`config.mk`:
```
export PLATFORM = sky130hd
export DESIGN_NAME = fetch_pc_unit
export DESIGN_NICKNAME = d
export VERILOG_FILES = /design/src/rtl/fetch_pc_unit.sv
export SDC_FILE = /design/constraint.sdc
export NUM_CORES = 1
export LEC_CHECK = 0
export BUFFER_PORTS_ARGS = -buffer_cell sky130_fd_sc_hd__buf_2
export CAP_MARGIN = 20
export CORE_UTILIZATION = 40
export DETAILED_ROUTE_END_ITERATION = 10
export GPL_TIMING_DRIVEN = 0
export HOLD_SLACK_MARGIN = 0.05
export PLACE_DENSITY = 0.83
export RECOVER_POWER = 100
export SLEW_MARGIN = 20
export SYNTH_ARGS = -nofsm -noshare
export SYNTH_HDL_FRONTEND = slang
export SYNTH_SLANG_ARGS = --single-unit
```
`constraint.sdc`:
```
create_clock -name clk -period 2.2 [get_ports clk]
set_input_delay 0.22 -clock clk [delete_from_list [all_inputs] [get_ports clk]]
set_output_delay 0.22 -clock clk [all_outputs]
set_load 0.02 [all_outputs]
```
`src/rtl/fetch_pc_unit.sv`:
```
// -----------------------------------------------------------------------------
// fetch_pc_unit
//
// Instruction-fetch program counter and IF/ID pipeline register for a simple
// in-order pipeline. Selects the next fetch address from reset, EX-stage
// correction, interrupt entry, ID-stage static prediction or sequential
// increment. It also tracks the instruction memory handshake through a small
// BOOT/RUN/WAIT/INTR state machine.
//
// Parameters
//   RESET_PC           first fetch address after reset
//
// Ports
//   clk                single clock, rising-edge
//   rst                synchronous active-high reset
//   stall_if           hazard stall: holds the IF PC and the IF/ID register
//   id_taken           taken output of the ID-stage static predictor
//   id_redirection_pc  predictor target
//   ex_redirect        EX-stage mispredict / resolved-branch correction
//   ex_redirect_pc     correct target from EX
//   intr_req           level interrupt request
//   intr_vector        interrupt handler entry address
//   imem_ready         instruction memory returns data for imem_addr this cycle
//   imem_req           fetch request (registered, state decoded)
//   imem_addr          fetch address, identical to pc_if
//   pc_if              current fetch PC (registered)
//   pc_id              PC of the instruction held in ID
//   id_valid           ID holds a real instruction
//   flush_id           combinational squash of the ID stage
//   intr_ack           one-cycle interrupt-entry pulse
//   intr_epc           return PC captured on interrupt entry
// -----------------------------------------------------------------------------
module fetch_pc_unit #(
  parameter logic [31:0] RESET_PC = 32'h0000_0000
) (
  input  logic        clk,
  input  logic        rst,
  input  logic        stall_if,
  input  logic        id_taken,
  input  logic [31:0] id_redirection_pc,
  input  logic        ex_redirect,
  input  logic [31:0] ex_redirect_pc,
  input  logic        intr_req,
  input  logic [31:0] intr_vector,
  input  logic        imem_ready,
  output logic        imem_req,
  output logic [31:0] imem_addr,
  output logic [31:0] pc_if,
  output logic [31:0] pc_id,
  output logic        id_valid,
  output logic        flush_id,
  output logic        intr_ack,
  output logic [31:0] intr_epc
);

  typedef enum logic [1:0] {
    BOOT = 2'd0,
    RUN  = 2'd1,
    WAIT = 2'd2,
    INTR = 2'd3
  } state_t;

  state_t      state;

  logic        fetching;
  logic        advance;
  logic        intr_take;
  logic        id_redirect;
  logic [31:0] pc_next;

  // Instructions are at least halfword aligned: bit0 of any redirect target
  // is forced low, bit1 is left alone so compressed targets still work.
  function automatic logic [31:0] align_target(input logic [31:0] target);
    return {target[31:1], 1'b0};
  endfunction

  // ---------------------------------------------------------------------------
  // Control decode (combinational, current cycle)
  // ---------------------------------------------------------------------------
  assign fetching    = (state == RUN) || (state == WAIT);
  assign advance     = fetching && imem_ready && !stall_if;

  // Interrupts are only accepted from RUN, lose to an EX correction, and wait
  // out a hazard stall so the captured return PC is stable.
  assign intr_take   = intr_req && (state == RUN) && !ex_redirect && !stall_if;

  // A predicted-taken branch only counts when ID really holds an instruction.
  assign id_redirect = id_taken && id_valid && !stall_if;

  assign flush_id    = ex_redirect || intr_take;

  always_comb begin
    pc_next = pc_if;
    if (ex_redirect) begin
      pc_next = align_target(ex_redirect_pc);
    end else if (intr_take) begin
      pc_next = align_target(intr_vector);
    end else if (id_redirect) begin
      pc_next = align_target(id_redirection_pc);
    end else if (advance) begin
      pc_next = pc_if + 32'd4;
    end
  end

  // ---------------------------------------------------------------------------
  // IF stage: fetch PC register
  // ---------------------------------------------------------------------------
  always_ff @(posedge clk) begin
    if (rst) begin
      pc_if <= RESET_PC;
    end else begin
      pc_if <= pc_next;
    end
  end

  assign imem_addr = pc_if;

  // ---------------------------------------------------------------------------
  // IF/ID boundary register
  // ---------------------------------------------------------------------------
  always_ff @(posedge clk) begin
    if (rst) begin
      pc_id    <= 32'h0000_0000;
      id_valid <= 1'b0;
    end else if (flush_id) begin
      // Squash wins over advance; the stale PC is kept but marked invalid.
      id_valid <= 1'b0;
    end else if (id_redirect) begin
      // The branch moves on to EX; whatever was fetched alongside it is on
      // the wrong path, so ID becomes a bubble while pc_id is kept.
      id_valid <= 1'b0;
    end else if (advance) begin
      pc_id    <= pc_if;
      id_valid <= 1'b1;
    end
  end

  // ---------------------------------------------------------------------------
  // Fetch state machine with registered request / interrupt outputs
  // ---------------------------------------------------------------------------
  always_ff @(posedge clk) begin
    if (rst) begin
      state    <= BOOT;
      imem_req <= 1'b0;
      intr_ack <= 1'b0;
      intr_epc <= 32'h0000_0000;
    end else begin
      intr_ack <= intr_take;
      if (intr_take) begin
        intr_epc <= id_valid ? pc_id : pc_if;
      end

      unique case (state)
        BOOT: begin
          state    <= RUN;
          imem_req <= 1'b1;
        end
        RUN: begin
          if (intr_take) begin
            state    <= INTR;
            imem_req <= 1'b0;
          end else if (!imem_ready) begin
            // An EX redirect in this cycle still lands in pc_if; WAIT then
            // simply re-requests at the new address.
            state    <= WAIT;
            imem_req <= 1'b1;
          end else begin
            state    <= RUN;
            imem_req <= 1'b1;
          end
        end
        WAIT: begin
          if (imem_ready) begin
            state <= RUN;
          end
          imem_req <= 1'b1;
        end
        INTR: begin
          state    <= RUN;
          imem_req <= 1'b1;
        end
      endcase
    end
  end

endmodule

```
==> results.cfg <==
[route]
viasPerCell = 5.84
drt_iter0_drc = 878
postRouteAntennaNets = 0
finalWirelength_um = 22400
vias = 6652
remaining_drc_errors = 0
wl_per_cell_um = 19.7
drtPass1Iterations = 5

[clock_tree]
root_buffer = clkbuf_16
clk-insertion-delay-late_ns = 0.35
clock_sinks = 98
numCtsBuffers = 9
clk_path_buf_depth = 2
cts.reportedPaths.clkPinSlew_ns = 0.07
cts_max_level = 3
cts_tree = built

[power]
leakagePower_nw = 2.85
peakVddDrop_uv = 369
power.total_mw = 4.63
power_density_nw_per_um2 = 617

[final_layout]
drive_gt1_frac = 0.282
antennaDiodeCount = 0
fillers = 1303
multi_input_area_um2 = 3300
syn2layout_area_growth_pct = 34.9
finalInstanceArea_um2 = 7500
seqCellArea_um2 = 1980
finish.utilization = 0.560
finish.net_count = 1067

[critical_path]
rrSetupSlack_ns = -0.02
r2r_cells = 6
r2r_end = imem_addr[15]
endpoint_kind = flip-flop
cp-start-kind = flip-flop
cp_data_arrival_time_ns = 2.49
required_ns = 2.47
path_max_fanout = 8
rr_startpoint = id_valid
worstSetupPathType = flip-flop to flip-flop

[sta]
maxSlewViolCount = 0
tightest_slew_ns = 0.753
finalSetupViolations = 2
rsz0062_at_grt = yes
min_period_over_period = 1.01
final.setup.worst_slack_ns = -0.0224
layout_min_cycle_time_ns = 2.22
clock_skew_ns = 0.00621
hold_viol_final = 0
fin_setup_tns_ns = -0.0270
fmax_ghz = 0.450
slew_headroom = 0.498

[synthesis]
synthCells = 710
netlist_area_um2 = 5560
yosysSeqAreaShare = 0.353
ys.flop_type = dfxtp_1
synth.distinct_cells = 66
ys_warn_count = 0
synth_edf_count = 0
async_reset_ff_frac = 0
synth_seq_cells = 98
synth.avg_cell_area_um2 = 7.83

[place]
routabilityCongestion = 0.968
place_ws_ns = -0.614
post_dp_cell_area_um2 = 6930
port_buffers = 226
dp_hpwl_um = 16400

[floorplan]
fp.dieArea_um2 = 14400
core_um2 = 13400
io_pins = 235
dieHeight_um = 120
die_width_um = 120
rows = 42
initial_utilization = 0.415

[min_path]
hp-class = primary input to flip-flop
hold_end = imem_addr[1]
whs_path_depth = 3
worst_hold_startpoint = ex_redirect_pc[1]

[global_route]
grt_overflow_total = 0
antenna_found_initial = 0
grt_max_degree = 16
grt_pass1_vias = 6065
grt_pass1_wl_um = 33300
grtUsageTotal = 0.301

[job]
drv_cap = 0

[run_status]
violations = negative setup slack
status = finished, violations left
## synthesized netlist by cell type, types with 3 or more instances
master,n,area share
buf_2,7,0.0063
inv_1,11,0.0074
buf_1,3,0.0020
nand3b_1,4,0.0054
o41ai_1,4,0.0063
o31ai_1,4,0.0054
nand2_1,93,0.063
nand4_1,7,0.0079
xnor2_1,3,0.0047
or3_1,6,0.0067
a221oi_1,4,0.0063
dfxtp_1,98,0.35
or4_1,4,0.0054
nor4_1,7,0.0079
xor2_1,5,0.0079
o211ai_1,10,0.013
o21ai_0,29,0.026
nor2_1,66,0.045
and4_1,3,0.0047
nand2b_1,5,0.0056
nand3_1,17,0.015
and3_1,6,0.0067
mux2i_1,32,0.058
a22o_1,3,0.0047
a21oi_1,57,0.051
buf_4,35,0.047
ha_1,3,0.0067
nor3_1,19,0.017
nor3b_1,3,0.0040
a211oi_1,44,0.059
o22ai_1,6,0.0067
a2111oi_0,4,0.0063
and2_1,3,0.0034
a21o_1,5,0.0067
clkbuf_1,46,0.031
a31oi_1,7,0.0079
o2bb2ai_1,4,0.0063
## cells by family (layout without fill, tap and decap cells)
kind of cell             after synthesis  in the layout  share of synthesized area
multiplexers                          32             32                     0.0576
buffers and inverters                104            355                     0.0956
AO/OA/AOI/OAI                        208            208                      0.251
other                                  1              4                   0.000674
XOR/XNOR                               8              8                     0.0126
AND/OR/NAND/NOR                      256            256                      0.223
adder cells (fa/ha/maj)                3              3                    0.00675
flip-flops                            98             98                      0.353
## flip-flops by register name, indices dropped and copies added, names as in the netlist
signal / flops
state: 2
intr_ack: 1
imem_addr: 31
pc_id: 31
id_valid: 1
imem_req: 1
intr_epc: 31
## power breakdown
group | switching, mW | internal (mW)
Combinational | 0.635 | 0.405
Clock | 0.706 | 0.867
Sequential | 0.155 | 1.86
Total | 1.50 | 3.13
## worst max-delay path by stage
| stage | startpoint | to | slack (ns) | cells past startpoint |
|---|---|---|---|---|
| 4_1_cts | imem_addr[10] | imem_addr[26] | 0.002 | 6 |
| 3_5_place_dp | state[1] | pc_id[18] | -0.61 | 8 |
| 6_report | id_valid | imem_addr[15] | -0.02 | 6 |
| 5_1_grt | state[1] | imem_addr[30] | -0.12 | 8 |
| 2_1_floorplan | imem_addr[10] | imem_addr[16] | 0.09 | 5 |
| 3_3_place_gp | id_valid | imem_addr[21] | -0.69 | 6 |
## critical path, stage by stage (launching register included)
cell and delay [ns]:
dfxtp_1 0.39, clkbuf_2 0.31, nand3b_1 0.22, nor2_1 0.51, a221oi_1 0.19, or3_1 0.35
a31oi_1 0.17
## cells in the final DEF (no fill, tap or decap), types with 5 or more instances in the layout
cell / netlist / routed
buf_2: 7 / 137
clkbuf_1: 46 / 119
nand2_1: 93 / 90
dfxtp_1: 98 / 88
nor2_1: 66 / 63
a21oi_1: 57 / 54
a211oi_1: 44 / 41
buf_4: 35 / 33
mux2i_1: 32 / 32
o21ai_0: 29 / 29
clkbuf_4: 0 / 25
nand3_1: 17 / 15
nor3_1: 19 / 14
inv_1: 11 / 11
clkbuf_2: 1 / 10
o211ai_1: 10 / 10
clkbuf_16: 0 / 9
dfxtp_2: 0 / 8
nand4_1: 7 / 7
a31oi_1: 7 / 6
and3_1: 6 / 6
o22ai_1: 6 / 6
a21o_1: 5 / 5
nor4_1: 7 / 5
or3_1: 6 / 5
xor2_1: 5 / 5
## metal layers
layer  routed length [um]  vias up  track usage
li1                     -     3056            -
met1                 9050     3061        0.391
met2                10400      458        0.479
met3                 2210       77       0.0504
met4                  802        0        0.154
met5                    0        -            0
## stage by stage
stage / hold WS, ns / std cells
after detailed placement: 0.461 / 1115
after global placement: 0.454 / 1115
final: 0.122 / 1140
after global routing: 0.124 / 1140
after floorplan: 0.365 / 713
after CTS: 0.112 / 1135
## final cells by class
class,instances,area share
repair buffers,240,0.152
flip-flops and latches,98,0.264
inverters,12,0.00600
multi-input cells,511,0.440
plain buffers,89,0.0714
well taps,176,0.0294
clock inverters,5,0.00767
clock buffers,9,0.0300
## repair_timing
| action | CTS | global route |
|---|---|---|
| pin swaps | 5 | 7 |
| gates resized for setup | 43 | 71 |
| hold buffers | 0 | 0 |
| endpoints found under the setup margin | 94 | 84 |
| buffers inserted | 7 | 7 |
No activity file was read; power rests on OpenSTA's default activity.
